--- src/rtl/ram_pkg.sv ---
// Shared types and constants for the four-bank interleaved RAM read path.
package ram_pkg;
    localparam int NUM_BANKS  = 4;
    localparam int BANK_SEL_W = 2;
    localparam int DATA_W     = 18;

    typedef logic [BANK_SEL_W-1:0] bank_sel_t;

    typedef enum logic [1:0] {
        IDLE  = 2'd0,
        ISSUE = 2'd1,
        DRAIN = 2'd2,
        FIN   = 2'd3
    } seq_state_t;

    function automatic logic [NUM_BANKS-1:0] bank_onehot(input bank_sel_t b);
        logic [NUM_BANKS-1:0] v;
        v    = '0;
        v[b] = 1'b1;
        return v;
    endfunction
endpackage

--- src/rtl/rd_lat_pipe.sv ---
// RD_LAT-deep {valid, bank} shift register that lines the mux select up with returning RAM data.
module rd_lat_pipe
    import ram_pkg::*;
#(
    parameter int RD_LAT = 1
) (
    input  logic      clk,
    input  logic      i_clr,
    input  logic      i_vld,
    input  bank_sel_t i_sel,
    output logic      o_vld,
    output bank_sel_t o_sel,
    output logic      o_pend
);
    localparam int L = RD_LAT - 1;

    logic      [RD_LAT-1:0] r_vld;
    bank_sel_t [RD_LAT-1:0] r_sel;
    logic      [RD_LAT:0]   w_vext;
    bank_sel_t [RD_LAT:0]   w_sext;
    logic                   w_pend;

    assign w_vext = {r_vld, i_vld};
    assign w_sext = {r_sel, i_sel};

    // Anything still short of the output stage means more valid data is coming.
    always_comb begin
        w_pend = 1'b0;
        for (int s = 0; s < L; s++) begin
            w_pend = w_pend | r_vld[s];
        end
    end

    always_ff @(posedge clk) begin
        if (i_clr) begin
            r_vld <= '0;
            r_sel <= '0;
        end else begin
            r_vld <= w_vext[RD_LAT-1:0];
            // The output stage select only moves on valid data so mux_sel holds between elements.
            for (int s = 0; s < RD_LAT; s++) begin
                if (s != L || w_vext[s]) begin
                    r_sel[s] <= w_sext[s];
                end
            end
        end
    end

    assign o_vld  = r_vld[L];
    assign o_sel  = r_sel[L];
    assign o_pend = w_pend;
endmodule

--- src/rtl/ram_bank_read_seq.sv ---
// Issues one interleaved bank read per cycle for a linear run and aligns mux select/valid to read latency.
module ram_bank_read_seq
    import ram_pkg::*;
#(
    parameter int ADDR_W = 8,
    parameter int RD_LAT = 1
) (
    input  logic                   clk,
    input  logic                   rst,
    input  logic                   start,
    input  logic [ADDR_W+1:0]      base_idx,
    input  logic [ADDR_W+1:0]      count,
    input  logic                   hold,
    output logic                   busy,
    output logic                   done,
    output logic [NUM_BANKS-1:0]   bank_re,
    output logic [ADDR_W-1:0]      bank_addr,
    output bank_sel_t              mux_sel,
    output logic                   out_valid
);
    localparam int IDX_W = ADDR_W + 2;

    seq_state_t           r_state, w_next;
    logic [IDX_W-1:0]     r_idx, r_rem;
    logic [IDX_W-1:0]     w_cur_idx, w_cur_rem;
    logic                 w_issue, w_load;
    logic                 r_busy, r_done;
    logic [NUM_BANKS-1:0] r_bank_re;
    logic [ADDR_W-1:0]    r_bank_addr;
    bank_sel_t            r_re_sel;
    logic                 w_pend;

    // The start cycle issues the first read itself so bank_re appears in the cycle after start.
    always_comb begin
        w_next    = r_state;
        w_issue   = 1'b0;
        w_load    = 1'b0;
        w_cur_idx = r_idx;
        w_cur_rem = r_rem;
        case (r_state)
            IDLE: begin
                if (start) begin
                    w_cur_idx = base_idx;
                    w_cur_rem = count;
                    if (count == '0) begin
                        w_next = FIN;
                    end else begin
                        w_load  = 1'b1;
                        w_next  = ISSUE;
                        w_issue = !hold;
                    end
                end
            end
            ISSUE: w_issue = !hold;
            DRAIN: if (!w_pend && r_bank_re == '0) w_next = FIN;
            FIN:   w_next = IDLE;
            default: w_next = IDLE;
        endcase
        if (w_issue && w_cur_rem == IDX_W'(1)) w_next = DRAIN;
    end

    always_ff @(posedge clk) begin
        if (rst) begin
            r_state     <= IDLE;
            r_idx       <= '0;
            r_rem       <= '0;
            r_busy      <= 1'b0;
            r_done      <= 1'b0;
            r_bank_re   <= '0;
            r_bank_addr <= '0;
            r_re_sel    <= '0;
        end else begin
            r_state <= w_next;
            r_busy  <= (w_next != IDLE);
            r_done  <= (w_next == FIN);
            if (w_issue) begin
                r_bank_re   <= bank_onehot(w_cur_idx[1:0]);
                r_bank_addr <= w_cur_idx[IDX_W-1:2];
                r_re_sel    <= w_cur_idx[1:0];
                r_idx       <= w_cur_idx + IDX_W'(1);
                r_rem       <= w_cur_rem - IDX_W'(1);
            end else begin
                r_bank_re <= '0;
                if (w_load) begin
                    r_idx <= w_cur_idx;
                    r_rem <= w_cur_rem;
                end
            end
        end
    end

    rd_lat_pipe #(.RD_LAT(RD_LAT)) u_pipe (
        .clk    (clk),
        .i_clr  (rst),
        .i_vld  (|r_bank_re),
        .i_sel  (r_re_sel),
        .o_vld  (out_valid),
        .o_sel  (mux_sel),
        .o_pend (w_pend)
    );

    assign busy      = r_busy;
    assign done      = r_done;
    assign bank_re   = r_bank_re;
    assign bank_addr = r_bank_addr;
endmodule

--- config.mk ---
export PLATFORM = sky130hd
export DESIGN_NAME = ram_bank_read_seq
export DESIGN_NICKNAME = d
export VERILOG_FILES = /design/src/rtl/ram_pkg.sv /design/src/rtl/rd_lat_pipe.sv /design/src/rtl/ram_bank_read_seq.sv
export SDC_FILE = /design/constraint.sdc
export NUM_CORES = 1
export LEC_CHECK = 0
export CAP_MARGIN = 20
export CELL_PAD_IN_SITES_DETAIL_PLACEMENT = 2
export CELL_PAD_IN_SITES_GLOBAL_PLACEMENT = 2
export CORE_ASPECT_RATIO = 1.1
export CORE_MARGIN = 2
export CORE_UTILIZATION = 37
export CTS_CLUSTER_SIZE = 28
export DETAILED_ROUTE_END_ITERATION = 10
export DONT_BUFFER_PORTS = 1
export HOLD_SLACK_MARGIN = 0.15
export PLACE_DENSITY_LB_ADDON = 0.2
export RECOVER_POWER = 50
export SLEW_MARGIN = 20
export SYNTH_ARGS = -nofsm -noshare
export SYNTH_HDL_FRONTEND = slang
export SYNTH_SLANG_ARGS = --single-unit
export TNS_END_PERCENT = 10
--- constraint.sdc ---
create_clock -name clk -period 3.1 [get_ports clk]
set_clock_uncertainty 0.15 [all_clocks]
set_input_delay 0.31 -clock clk [delete_from_list [all_inputs] [get_ports clk]]
set_output_delay 0.31 -clock clk [all_outputs]
set_load 0.02 [all_outputs]
; ---- Yosys cells after proc, flatten, opt, wreduce, memory -nomap -nowiden
; Index checks and enable logic that the tools add are counted.
[totals]
reg_bits = 41
in_bits = 24
out_inout_bits = 17
[op_classes]
add_sub_neg = 2
magnitude_cmp = 2
n_eq_ne = 5
mux = 21
bitwise_logic = 1
reduce_logical = 10
[op_table]
columns = operator, n
row1 = 10-bit 2-to-1 mux, 8
row2 = "10-bit by 1-bit adder with 10-bit output, second input constant", 1
row3 = "10-bit by 1-bit equality test with 1-bit output, second input constant", 1
row4 = 10-bit zero test, 1
row5 = "10-bit by 1-bit subtractor with 10-bit output, second input constant", 1
row6 = 2-bit 2-to-1 mux, 4
row7 = "2-bit equality test, second input constant", 3
row8 = 1-bit 2-to-1 mux, 6
row9 = 2-bit case mux with 3 select lines, 1
row10 = 4-bit zero test, 1
row11 = 2-bit nonzero test, 2
row12 = 4-bit OR reduction, 1
row13 = "2-bit by 3-bit < comparator with 1-bit output, second input constant", 1
row14 = 1-bit demux with 2-bit select, 1
row15 = "2-bit by 1-bit equality test with 1-bit output, second input constant", 1
row16 = "2-bit by 1-bit greater-or-equal comparator with 1-bit output, second input constant", 1
row17 = 1-bit logical AND, 2
row18 = 2-bit zero test, 1
row19 = 1-bit case mux with 2 select lines, 1
row20 = 2-bit OR reduction, 1
row21 = 1-bit zero test, 1
row22 = 1-bit NOT, 1

; ---- Depth between registers and ports, before layout
; Gate-level depths: netlist of run 1.
[logic_depth]
depth_word = 7
ltp_mapped = 10

; ---- Modules after synthesis
; Synthesis of run 1 repeated with hierarchy kept, for this count alone.
[hier_totals]
cells_unflattened = 349
area_unflattened_um2 = 2726.4
[modules_own_cells]
columns = mod, n_inst, cells_each, area_per_inst_um2, seq_area_each_um2
row1 = ram_bank_read_seq, 1, 339, 2621.3, 760.7
row2 = rd_lat_pipe, 1, 10, 105.1, 60.1

; ---- Worst setup path before layout of run 1
; No wires, ideal clock.
[synth_path]
kind = reg2reg
startpoint = register r_state[1]
endpoint = register r_rem[8]
setup_time_ns = 0.122
arrival_time_ns = 2.511
slack_ns = 0.318
path_stages_with_launch = 10
n_path_buf = 3
cell_sequence = dfxtp_1 > buf_2 > nor3b_2 > clkbuf_1 > clkbuf_1 > mux2i_1 > ha_1 > and2_1 > o21ai_1 > o311a_1
[synth_via]
elab_chain_cells = 4
[synth_rtl]
columns = element, line_no
row1 = "start, declared", ram_bank_read_seq.sv:23  ; seq_state_t r_state, w_next;
row2 = "start signal, assigned", ram_bank_read_seq.sv:73  ; r_state <= w_next;
row3 = 2-bit zero test, ram_bank_read_seq.sv:40  ; case (r_state)
row4 = 10-bit 2-to-1 mux, ram_bank_read_seq.sv:40
row5 = 10-bit by 1-bit subtractor with 10-bit output or 10-bit 2-to-1 mux (tied branches), "ram_bank_read_seq.sv:81, ram_bank_read_seq.sv:84"
row6 = 10-bit 2-to-1 mux, ram_bank_read_seq.sv:76  ; if (w_issue) begin
row7 = "end signal, assigned", ram_bank_read_seq.sv:81  ; r_rem <= w_cur_rem - IDX_W'(1);
row8 = "end signal, assigned", ram_bank_read_seq.sv:86  ; r_rem <= w_cur_rem;
row9 = "end, declared", ram_bank_read_seq.sv:24  ; logic [IDX_W-1:0] r_idx, r_rem;
; Parallel ways exist; a longest one is shown, timed or not. The select of a mux whose other input is x is not followed.
; A chain may end at the register's enable or synchronous reset.

; ---- Worst setup path in the final report of run 1
[layout_path]
startpoint = register r_state[1]
endpoint = register r_rem[6]
; The elaborated chain is that of the path after synthesis.

==> reports/qor.csv, run 1 <==
stage;metric;value;unit
status;run status;complete, no violations;
detailed_routing;TritonRoute pass-1 iters;4;
clock_network;clock buffer depth;2;
synth;Post-Synthesis Cells;325;
floorplan;CORE AREA;6970;um2
clock_network;CTS Buf Count;5;
setup_path;Crit path required time;3130;ps
synth;count leader, synth;dfxtp_1;
synth;post-synth top area share;0.312;
synth;sequential fraction of the synthesis area;0.312;
grt;first-pass GRT wire length;16000;um
detailed_routing;DRT iter0 DRCs;87;
pwr;Pint;0.869;mW
final_layout;fillers;804;
setup_path;R2R Path End;r_rem[6];
floorplan;Die Width;84.4;um
floorplan;die area;7810;um2
clock_network;CTS tree;yes;
timing;measured slew at the worst slew-check pin;960;ps
floorplan;row count;32;
pwr;pwr/cell area;446;nW/um2
pwr;sw power;0.467;mW
floorplan;Initial Util;0.378;
timing;final hold vios;0;
setup_path;Setup CP Type;reg2reg;
timing;Final TNS setup;0;ps
timing;hold_ws;147;ps
final_layout;layout cell share with drive strength beyond 1;0.103;
grt;total gr overflow;0;
detailed_routing;via density per instance;6.41;
pwr;Clk pwr share;0.257;
setup_path;worst path cell trace;buf_4 > or3b_1 > buf_6 > or3_1 > a221oi_2 > buf_4 > a21o_1 > a21oi_1 > dlygate4sd3_1;
final_layout;area grow syn2layout;13.7;%
min_path;worst hold path startpoint;count[9];
synth;Synth Area per Inst;8.10;um2
placed_design;I/O Buffers;0;
synth;share of synthesized registers carrying an async set or reset;0;
timing;Max-slew headroom;0.355;
pwr;Flop pwr share;0.476;
min_path;Hold Path Sink;r_rem[9];
final_layout;# nets final;370;
setup_path;data arrival time of the worst path;3000;ps
grt;largest net degree at the start of global routing;33;
timing;crit path time final;2960;ps
pwr;leakage power;1.07;nW
detailed_routing;Routed WL;9890;um
timing;Max Freq;337;MHz
pwr;Gate power share;0.268;
synth;EDFF count, synth;0;
synth;Synth top cells by count;41 x dfxtp_1, 32 x nand2_1, 30 x nor2_1;
synth;Post-synth top flop;dfxtp_1;
synth;synth warn;0;
setup_path;CP Depth;9;
setup_path;worst reg2reg setup slack;140;ps
synth;Cell Area, Synth;2630;um2
detailed_routing;total number of vias;2717;
synth;register bit count reported by yosys;41;
setup_path;Worst path slowest cell;dlygate4sd3_1;
timing;count of pins over their slew limit;0;
detailed_routing;drt wl/cell;23.3;um
floorplan;num ports;41;
synth;Distinct cells, synth;53;
setup_path;FF-to-FF Start;r_state[1];
clock_network;Clk pin slew, worst setup/hold paths;90;ps
pwr;Sw Share;0.349;
timing;RSZ-0062 raised after global routing;no;
clock_network;Clock Root Buffer;clkbuf_8;
timing;fin crit share;0.956;
grt;antenna violations before repair;0;
grt;GR Util All Layers;0.259;
placed_design;Final HPWL DP;6760;um
setup_path;Max FO, Critical Path;23;
min_path;worst hold path class;in2reg;
setup_path;CP dominant cell by count;buf_4;
setup_path;Slowest Stage Delay on Critical Path;560;ps
job;Max-Cap Viols;0;
synth;syn nets;355;
detailed_routing;# DRC;0;
final_layout;Inserted Diodes;0;
synth;largest cells by area after synthesis;dfxtp_1 31%, mux2i_1 5.3%, nand2_1 4.6%;
setup_path;CP delay by family, top;buffers and inverters;
final_layout;final core occ;0.430;
setup_path;Buf/Inv on CP;4;
min_path;hold path cells;3;
setup_path;Worst setup EP type;flip-flop;
pwr;Max VDD drop;0.213;mV
clock_network;Worst-Skew Late Latency;300;ps
clock_network;clock sinks;41;
detailed_routing;Post-DRT Antenna Nets;0;
grt;vias in the first global route;3042;
floorplan;Die Ht;92.5;um
setup_path;crit start category;flip-flop;
timing;Setup Viol. Count Final;0;
placed_design;RePlAce Congestion;0.804;
setup_path;FF-to-FF path depth;9;
clock_network;H-tree level count;2;
synth;Synth area leader;dfxtp_1;
==> worst min-delay path, delay by kind of cell <==
kind            cells  cell delay [ps]
simple gates        2              160
compound gates      1               80
==> timing repair <==
action	in CTS	in global routing
hold buffers	16	0
endpoints found under the setup margin	0	1
setup buffers	0	1
resized for setup	0	1
endpoints found under the hold margin	33	0
==> power by group through the flow <==
stage	combinational, mW	clock [mW]	sequential [mW]
after floorplan	0.245	0	0.628
after global placement	0.309	0	0.645
after detailed placement	0.321	0	0.647
after CTS	0.354	0.345	0.634
after global routing	0.394	0.366	0.641
final	0.357	0.343	0.635
==> flip-flops by register name, summed over array words and instances (netlist names) <==
register	cells
u_pipe.o_vld	1
done	1
bank_re	4
u_pipe.o_sel	2
busy	1
bank_addr	8
r_idx	10
r_state	2
r_rem	10
r_re_sel	2
==> routing by layer <==
layer / share of wire / global-route usage / wire length (um)
met5: 0 / 0 / 0
met4: 0.019 / 0.0820 / 186
met3: 0.033 / 0.0339 / 325
met2: 0.52 / 0.481 / 5100
met1: 0.43 / 0.307 / 4280
==> cells by family (layout without fill, tap and decap cells) <==
logic type               after synthesis  in the layout  synth area share
buffers and inverters                 31             45            0.0589
AO/OA/AOI/OAI                         99             99             0.281
adder cells (fa/ha/maj)                6              6            0.0285
multiplexers                          20             20            0.0789
flip-flops                            41             41             0.312
AND/OR/NAND/NOR                      128            128             0.241
==> final cells by class <==
class	instances	area (um2)	share of cell area
Sequential cell	41	821	0.274
Multi-Input combinational cell	253	1660	0.556
Inverter	6	22.5	0.00752
Timing Repair Buffer	33	307	0.102
Tap cell	85	106	0.0355
Clock inverter	1	5.00	0.00167
Clock buffer	5	68.8	0.0230
==> per-stage QoR <==
stage / cells / total power, mW / setup WS (ps) / cell area, um2
after floorplan: 325 / 0.873 / 318 / 2630
after global placement: 401 / 0.954 / 540 / 2750
after detailed placement: 401 / 0.968 / 475 / 2750
after CTS: 423 / 1.33 / 112 / 2990
after global routing: 424 / 1.40 / 18.4 / 2990
final: 424 / 1.34 / 137 / 2990
==> how the worst max path moves through the flow <==
| stage | slack [ps] | start | end |
|---|---|---|---|
| final | 140 | r_state[1] | r_rem[6] |
| after global routing | 20 | r_state[1] | r_rem[6] |
| after CTS | 110 | r_state[1] | r_rem[6] |
| after detailed placement | 480 | count[0] | r_rem[0] |
| after global placement | 540 | count[2] | r_rem[2] |
| after floorplan | 320 | r_state[1] | r_rem[8] |
==> cells in the final DEF (no fill, tap or decap), types with 4 or more instances in the layout <==
master,synthesis,layout
nand2_1,32,32
or3_1,5,5
a211oi_1,10,10
and3_1,8,8
o31a_1,4,4
clkbuf_8,0,5
dlygate4sd3_1,0,15
o211ai_1,9,9
inv_1,6,6
a22oi_1,4,4
o32ai_1,5,5
nand3_1,14,14
a31oi_1,7,7
mux2_2,6,6
a21oi_1,11,10
buf_4,0,13
nor3b_1,4,4
o21ai_0,11,11
a311oi_1,7,7
mux2i_1,14,14
nor4_1,7,7
nor3_1,13,13
nor2_1,30,30
ha_1,6,6
dfxtp_1,41,41
Note: power is estimated with default switching activity, not from simulation.
==> run 2: changes to the inputs <==
Settings changed: GPL_TIMING_DRIVEN set to 0, HOLD_SLACK_MARGIN 0.15 to not set.
==> run 2 against run 1 <==
Compared with the run above: sequential share of layout area increased by 1.6 points; largest cell class unchanged; via count down 1.4%; die area unchanged; critical endpoint unchanged.
==> reports/qor.csv, run 2 (synthesis results as in run 1) <==
stage;metric;value;unit
timing;Max Freq;347;MHz
detailed_routing;DRT iter0 DRCs;105;
final_layout;Cell Count, Final, Fillers Out;417;
floorplan;Die Ht;92.5;um
detailed_routing;total number of vias;2679;
setup_path;Worst Setup EP;r_rem[6];
clock_network;clock buffer depth;2;
pwr;leakage power;0.986;nW
pwr;Max VDD drop;0.215;mV
clock_network;Worst-Skew Late Latency;310;ps
clock_network;CTS Hold Buffers Added;0;
timing;Setup Viol. Count Final;0;
timing;crit path time final;2880;ps
grt;GR Util All Layers;0.274;
setup_path;FF-to-FF Start;r_state[1];
final_layout;# nets final;363;
pwr;Sw Share;0.358;
detailed_routing;TritonRoute pass-1 iters;4;
pwr;Clk pwr share;0.263;
floorplan;row count;32;
floorplan;num ports;41;
pwr;sw power;0.473;mW
floorplan;CORE AREA;6970;um2
timing;final hold vios;0;
timing;Final TNS setup;0;ps
job;Max-Cap Viols;0;
pwr;Pint;0.849;mW
setup_path;Buf/Inv on CP;3;
final_layout;layout cell share with drive strength beyond 1;0.0934;
clock_network;CTS tree;yes;
final_layout;Inserted Diodes;0;
clock_network;H-tree level count;2;
floorplan;die area;7810;um2
timing;fin crit share;0.928;
placed_design;I/O Buffers;0;
detailed_routing;Post-DRT Antenna Nets;0;
setup_path;Worst path slowest cell;clkbuf_2;
clock_network;Clk pin slew, worst setup/hold paths;90;ps
setup_path;CP delay by family, top;buffers and inverters;
setup_path;data arrival time of the worst path;2960;ps
min_path;worst hold path class;in2reg;
setup_path;Slowest Stage Delay on Critical Path;320;ps
floorplan;Die Width;84.4;um
setup_path;worst reg2reg setup slack;220;ps
floorplan;Initial Util;0.378;
setup_path;Worst setup EP type;flip-flop;
setup_path;Max FO, Critical Path;10;
final_layout;most frequent cells in the layout;41 x dfxtp_1, 32 x nand2_1, 30 x nor2_1;
setup_path;Setup CP Type;reg2reg;
timing;measured slew at the worst slew-check pin;1130;ps
timing;hold_ws;6.97;ps
final_layout;final core occ;0.406;
detailed_routing;drt wl/cell;24.3;um
setup_path;Crit path required time;3180;ps
grt;antenna violations before repair;0;
status;run status;complete, no violations;
setup_path;CP Depth;10;
setup_path;R2R Path End;r_rem[6];
setup_path;crit path launch;r_state[1];
placed_design;Final HPWL DP;7460;um
clock_network;Clock Root Buffer;clkbuf_8;
setup_path;crit start category;flip-flop;
final_layout;area grow syn2layout;7.41;%
clock_network;CTS Buf Count;5;
final_layout;commonest non-fill, non-tap cell in the layout;dfxtp_1;
clock_network;clock sinks;41;
timing;count of pins over their slew limit;0;
placed_design;placed insts;410;
grt;largest net degree at the start of global routing;12;
detailed_routing;# DRC;0;
grt;total gr overflow;0;
setup_path;FF-to-FF path depth;10;
pwr;Gate power share;0.259;
timing;RSZ-0062 raised after global routing;no;
pwr;Flop pwr share;0.477;
grt;vias in the first global route;2901;
placed_design;RePlAce Congestion;0.889;
detailed_routing;Routed WL;10100;um
grt;first-pass GRT wire length;16600;um
timing;Max-slew headroom;0.239;
setup_path;worst path cell trace;buf_2 > nor3b_4 > clkbuf_4 > clkbuf_2 > mux2i_1 > ha_1 > nand2_1 > a221oi_2 > o2111ai_1 > a21oi_1;
pwr;pwr/cell area;467;nW/um2
detailed_routing;via density per instance;6.42;
run 2: changes by cell type in the layout (fill, tap and decap cells not counted), moves of 4 or more:
cell           before  now
clkbuf_1            2   14
buf_2               0    4
buf_4              13    1
dlygate4sd3_1      15    0
run 2: worst reg2reg max path, stage by stage, from the launching register on:
cell       delay (ps)
dfxtp_1           300
buf_2             180
nor3b_4           260
clkbuf_4          300
clkbuf_2          330
mux2i_1           290
ha_1              250
nand2_1           120
a221oi_2          310
o2111ai_1         160
a21oi_1           160
run 2: timing repair:
action                                  4_1_cts  5_1_grt
buffers inserted                              1        0
resized for setup                             7        0
endpoints found under the setup margin       13        0
run 2: power by group through the flow:
stage | combinational [mW] | clock, mW | sequential (mW)
after detailed placement | 0.337 | 0 | 0.642
after global placement | 0.324 | 0 | 0.640
after CTS | 0.344 | 0.355 | 0.630
final | 0.343 | 0.348 | 0.631
after floorplan | 0.245 | 0 | 0.628
after global routing | 0.383 | 0.373 | 0.637
run 2: area by class of cell:
cell class                 instances  area [um2]
clock buffer                       5        68.8
inverter                           6        22.5
sequential                        41         821
clock inverter                     1        5.00
timing repair buffer               1        7.51
multi-input combinational        253        1670
tap                               85         106
buffer                            25         130
fill                             831        4140
run 2: worst min path at each step:
stage,start,depth (start not counted),slack [ps],to
after floorplan,r_re_sel[0],2,310,u_pipe.o_sel[0]
after global placement,r_re_sel[1],2,320,u_pipe.o_sel[1]
after detailed placement,base_idx[0],2,340,r_idx[0]
after CTS,base_idx[0],2,9,r_idx[0]
after global routing,base_idx[0],2,30,r_idx[0]
final,base_idx[0],2,7,r_idx[0]
run 2: metal layers:
metal | global-route usage | wire [um]
met5 | 0 | 0
met4 | 0.0608 | 130
met3 | 0.0357 | 363
met2 | 0.481 | 5160
met1 | 0.357 | 4490
run 2: stage by stage:
step / total power, mW / setup slack, ps / cell area [um2]
floorplan: 0.873 / 318 / 2630
global placement: 0.964 / -622 / 2740
detailed placement: 0.979 / -607 / 2750
CTS: 1.33 / 248 / 2850
global route: 1.39 / 18.4 / 2830
finish: 1.32 / 222 / 2830
==> run 3: changes to the inputs <==
Settings changed: HOLD_SLACK_MARGIN set to 0.02.
==> run 3 against run 2 <==
Compared with the run above: count of clock-buffer cells in the layout did not move; combinational power hardly changed; register-to-register slack about the same; critical path depth stayed put; utilization rose by 0.14 points; via count up 1.2%; maximum frequency shrank 0.38%; clock power is 2% lower; worst hold slack better by 25 ps; highest routed layer unchanged.
==> reports/qor.csv, run 3 (synthesis results as in run 1) <==
stage;metric;value;unit
status;run status;complete, no violations;
detailed_routing;via density per instance;6.49;
grt;vias in the first global route;2891;
clock_network;CTS Buf Count;5;
final_layout;layout cell share with drive strength beyond 1;0.0931;
setup_path;Worst setup EP type;flip-flop;
min_path;worst hold path class;in2reg;
pwr;pwr/cell area;464;nW/um2
grt;largest net degree at the start of global routing;12;
clock_network;CTS tree;yes;
timing;count of pins over their slew limit;0;
setup_path;R2R Path End;r_rem[6];
grt;total gr overflow;0;
final_layout;commonest non-fill, non-tap cell in the layout;dfxtp_1;
detailed_routing;# DRC;0;
timing;fin crit share;0.932;
pwr;Sw Share;0.355;
floorplan;Die Width;84.4;um
detailed_routing;Routed WL;10100;um
min_path;Hold Path Sink;bank_addr[2];
clock_network;Worst-Skew Late Latency;300;ps
grt;antenna violations before repair;0;
placed_design;Final HPWL DP;7460;um
setup_path;FF-to-FF path depth;10;
setup_path;data arrival time of the worst path;2960;ps
clock_network;Clock Root Buffer;clkbuf_8;
setup_path;Max FO, Critical Path;10;
clock_network;H-tree level count;2;
floorplan;num ports;41;
placed_design;RePlAce Congestion;0.889;
pwr;Max VDD drop;0.209;mV
clock_network;clock buffer depth;2;
setup_path;FF-to-FF Start;r_state[1];
timing;measured slew at the worst slew-check pin;1120;ps
clock_network;clock sinks;41;
final_layout;cell area after layout;2840;um2
pwr;Gate power share;0.262;
floorplan;Initial Util;0.378;
timing;Max-slew headroom;0.248;
grt;first-pass GRT wire length;16600;um
timing;Setup Viol. Count Final;0;
pwr;Flop pwr share;0.479;
floorplan;Die Ht;92.5;um
final_layout;area grow syn2layout;7.79;%
placed_design;I/O Buffers;0;
clock_network;Clk pin slew, worst setup/hold paths;80;ps
detailed_routing;DRT iter0 DRCs;114;
job;Max-Cap Viols;0;
setup_path;worst reg2reg setup slack;210;ps
setup_path;Slowest Stage Delay on Critical Path;330;ps
floorplan;die area;7810;um2
timing;final hold vios;0;
setup_path;Crit path required time;3170;ps
timing;Max Freq;346;MHz
detailed_routing;TritonRoute pass-1 iters;4;
placed_design;Post-DP Area;2750;um2
detailed_routing;Post-DRT Antenna Nets;0;
pwr;Pint;0.850;mW
timing;hold_ws;32.4;ps
min_path;hold path cells;2;
grt;GR Util All Layers;0.273;
setup_path;Worst path slowest cell;a221oi_2;
setup_path;crit start category;flip-flop;
timing;RSZ-0062 raised after global routing;no;
setup_path;Setup CP Type;reg2reg;
final_layout;# nets final;364;
pwr;Clk pwr share;0.259;
min_path;worst hold path startpoint;base_idx[4];
final_layout;most frequent cells in the layout;41 x dfxtp_1, 32 x nand2_1, 30 x nor2_1;
floorplan;row count;32;
pwr;leakage power;0.990;nW
timing;crit path time final;2890;ps
final_layout;Inserted Diodes;0;
final_layout;fillers;829;
setup_path;worst path cell trace;buf_2 > nor3b_4 > clkbuf_4 > clkbuf_2 > mux2i_1 > ha_1 > nand2_1 > a221oi_2 > o2111ai_1 > a21oi_1;
floorplan;CORE AREA;6970;um2
detailed_routing;drt wl/cell;24.2;um
pwr;sw power;0.467;mW
detailed_routing;total number of vias;2712;
==> run 3: changes by cell type in the layout (fill, tap and decap cells not counted), sizes merged <==
cell,before,now
dlygate4sd3,0,1
==> run 3: final cells by class <==
class / instances / area, um2 / area share
multi-input cells: 253 / 1670 / 0.587
flip-flops and latches: 41 / 821 / 0.289
plain buffers: 25 / 130 / 0.0458
well taps: 85 / 106 / 0.0375
clock buffers: 5 / 68.8 / 0.0242
inverters: 6 / 22.5 / 0.00793
repair buffers: 2 / 17.5 / 0.00617
clock inverters: 1 / 5.00 / 0.00176
==> run 3: metal layers <==
layer | vias up | routed length, um | GRT usage | share of wire
li1 | 1268 | - | - | -
met3 | 11 | 408 | 0.0339 | 0.040
met2 | 65 | 5110 | 0.482 | 0.50
met4 | 0 | 139 | 0.0569 | 0.014
met5 | - | 0 | 0 | 0
met1 | 1368 | 4480 | 0.359 | 0.44
==> run 3: worst max path at each step <==
stage	start	to	depth (start not counted)
2_1_floorplan	r_state[1]	r_rem[8]	9
3_3_place_gp	r_state[1]	r_rem[8]	9
3_5_place_dp	r_state[1]	r_rem[8]	9
4_1_cts	r_state[1]	r_idx[4]	9
5_1_grt	r_state[1]	r_idx[4]	9
6_report	r_state[1]	r_rem[6]	10
==> run 3: repair_timing <==
action | CTS | global route
setup endpoints to repair | 13 | 0
setup buffers | 1 | 0
hold endpoints to repair | 1 | 0
gates resized for setup | 7 | 0
hold buffers | 1 | 0
==> run 3: power groups by stage <==
stage          combinational, mW  sequential, mW  clock [mW]
3_5_place_dp               0.337           0.642           0
6_report                   0.345           0.631       0.341
5_1_grt                    0.383           0.637       0.373
2_1_floorplan              0.245           0.628           0
4_1_cts                    0.346           0.630       0.355
3_3_place_gp               0.324           0.640           0
==> run 3: through the flow <==
stage | power, mW | cells | TNS, ps | setup WS, ps | util
after floorplan | 0.873 | 325 | 0 | 318 | -
after global placement | 0.964 | 410 | -5340 | -622 | 0.393
after detailed placement | 0.979 | 410 | -5430 | -607 | 0.394
after CTS | 1.33 | 418 | 0 | 248 | 0.410
after global routing | 1.39 | 418 | 0 | 18.4 | 0.408
final | 1.32 | 418 | 0 | 211 | 0.408
==> run 3: critical path: cells and delay by family, from the launching register on <==
family / cells / cell delay (ps)
adder cells (fa/ha/maj): 1 / 250
multiplexers: 1 / 290
flip-flops: 1 / 300
AO/OA/AOI/OAI: 3 / 650
AND/OR/NAND/NOR: 2 / 370
buffers and inverters: 3 / 790
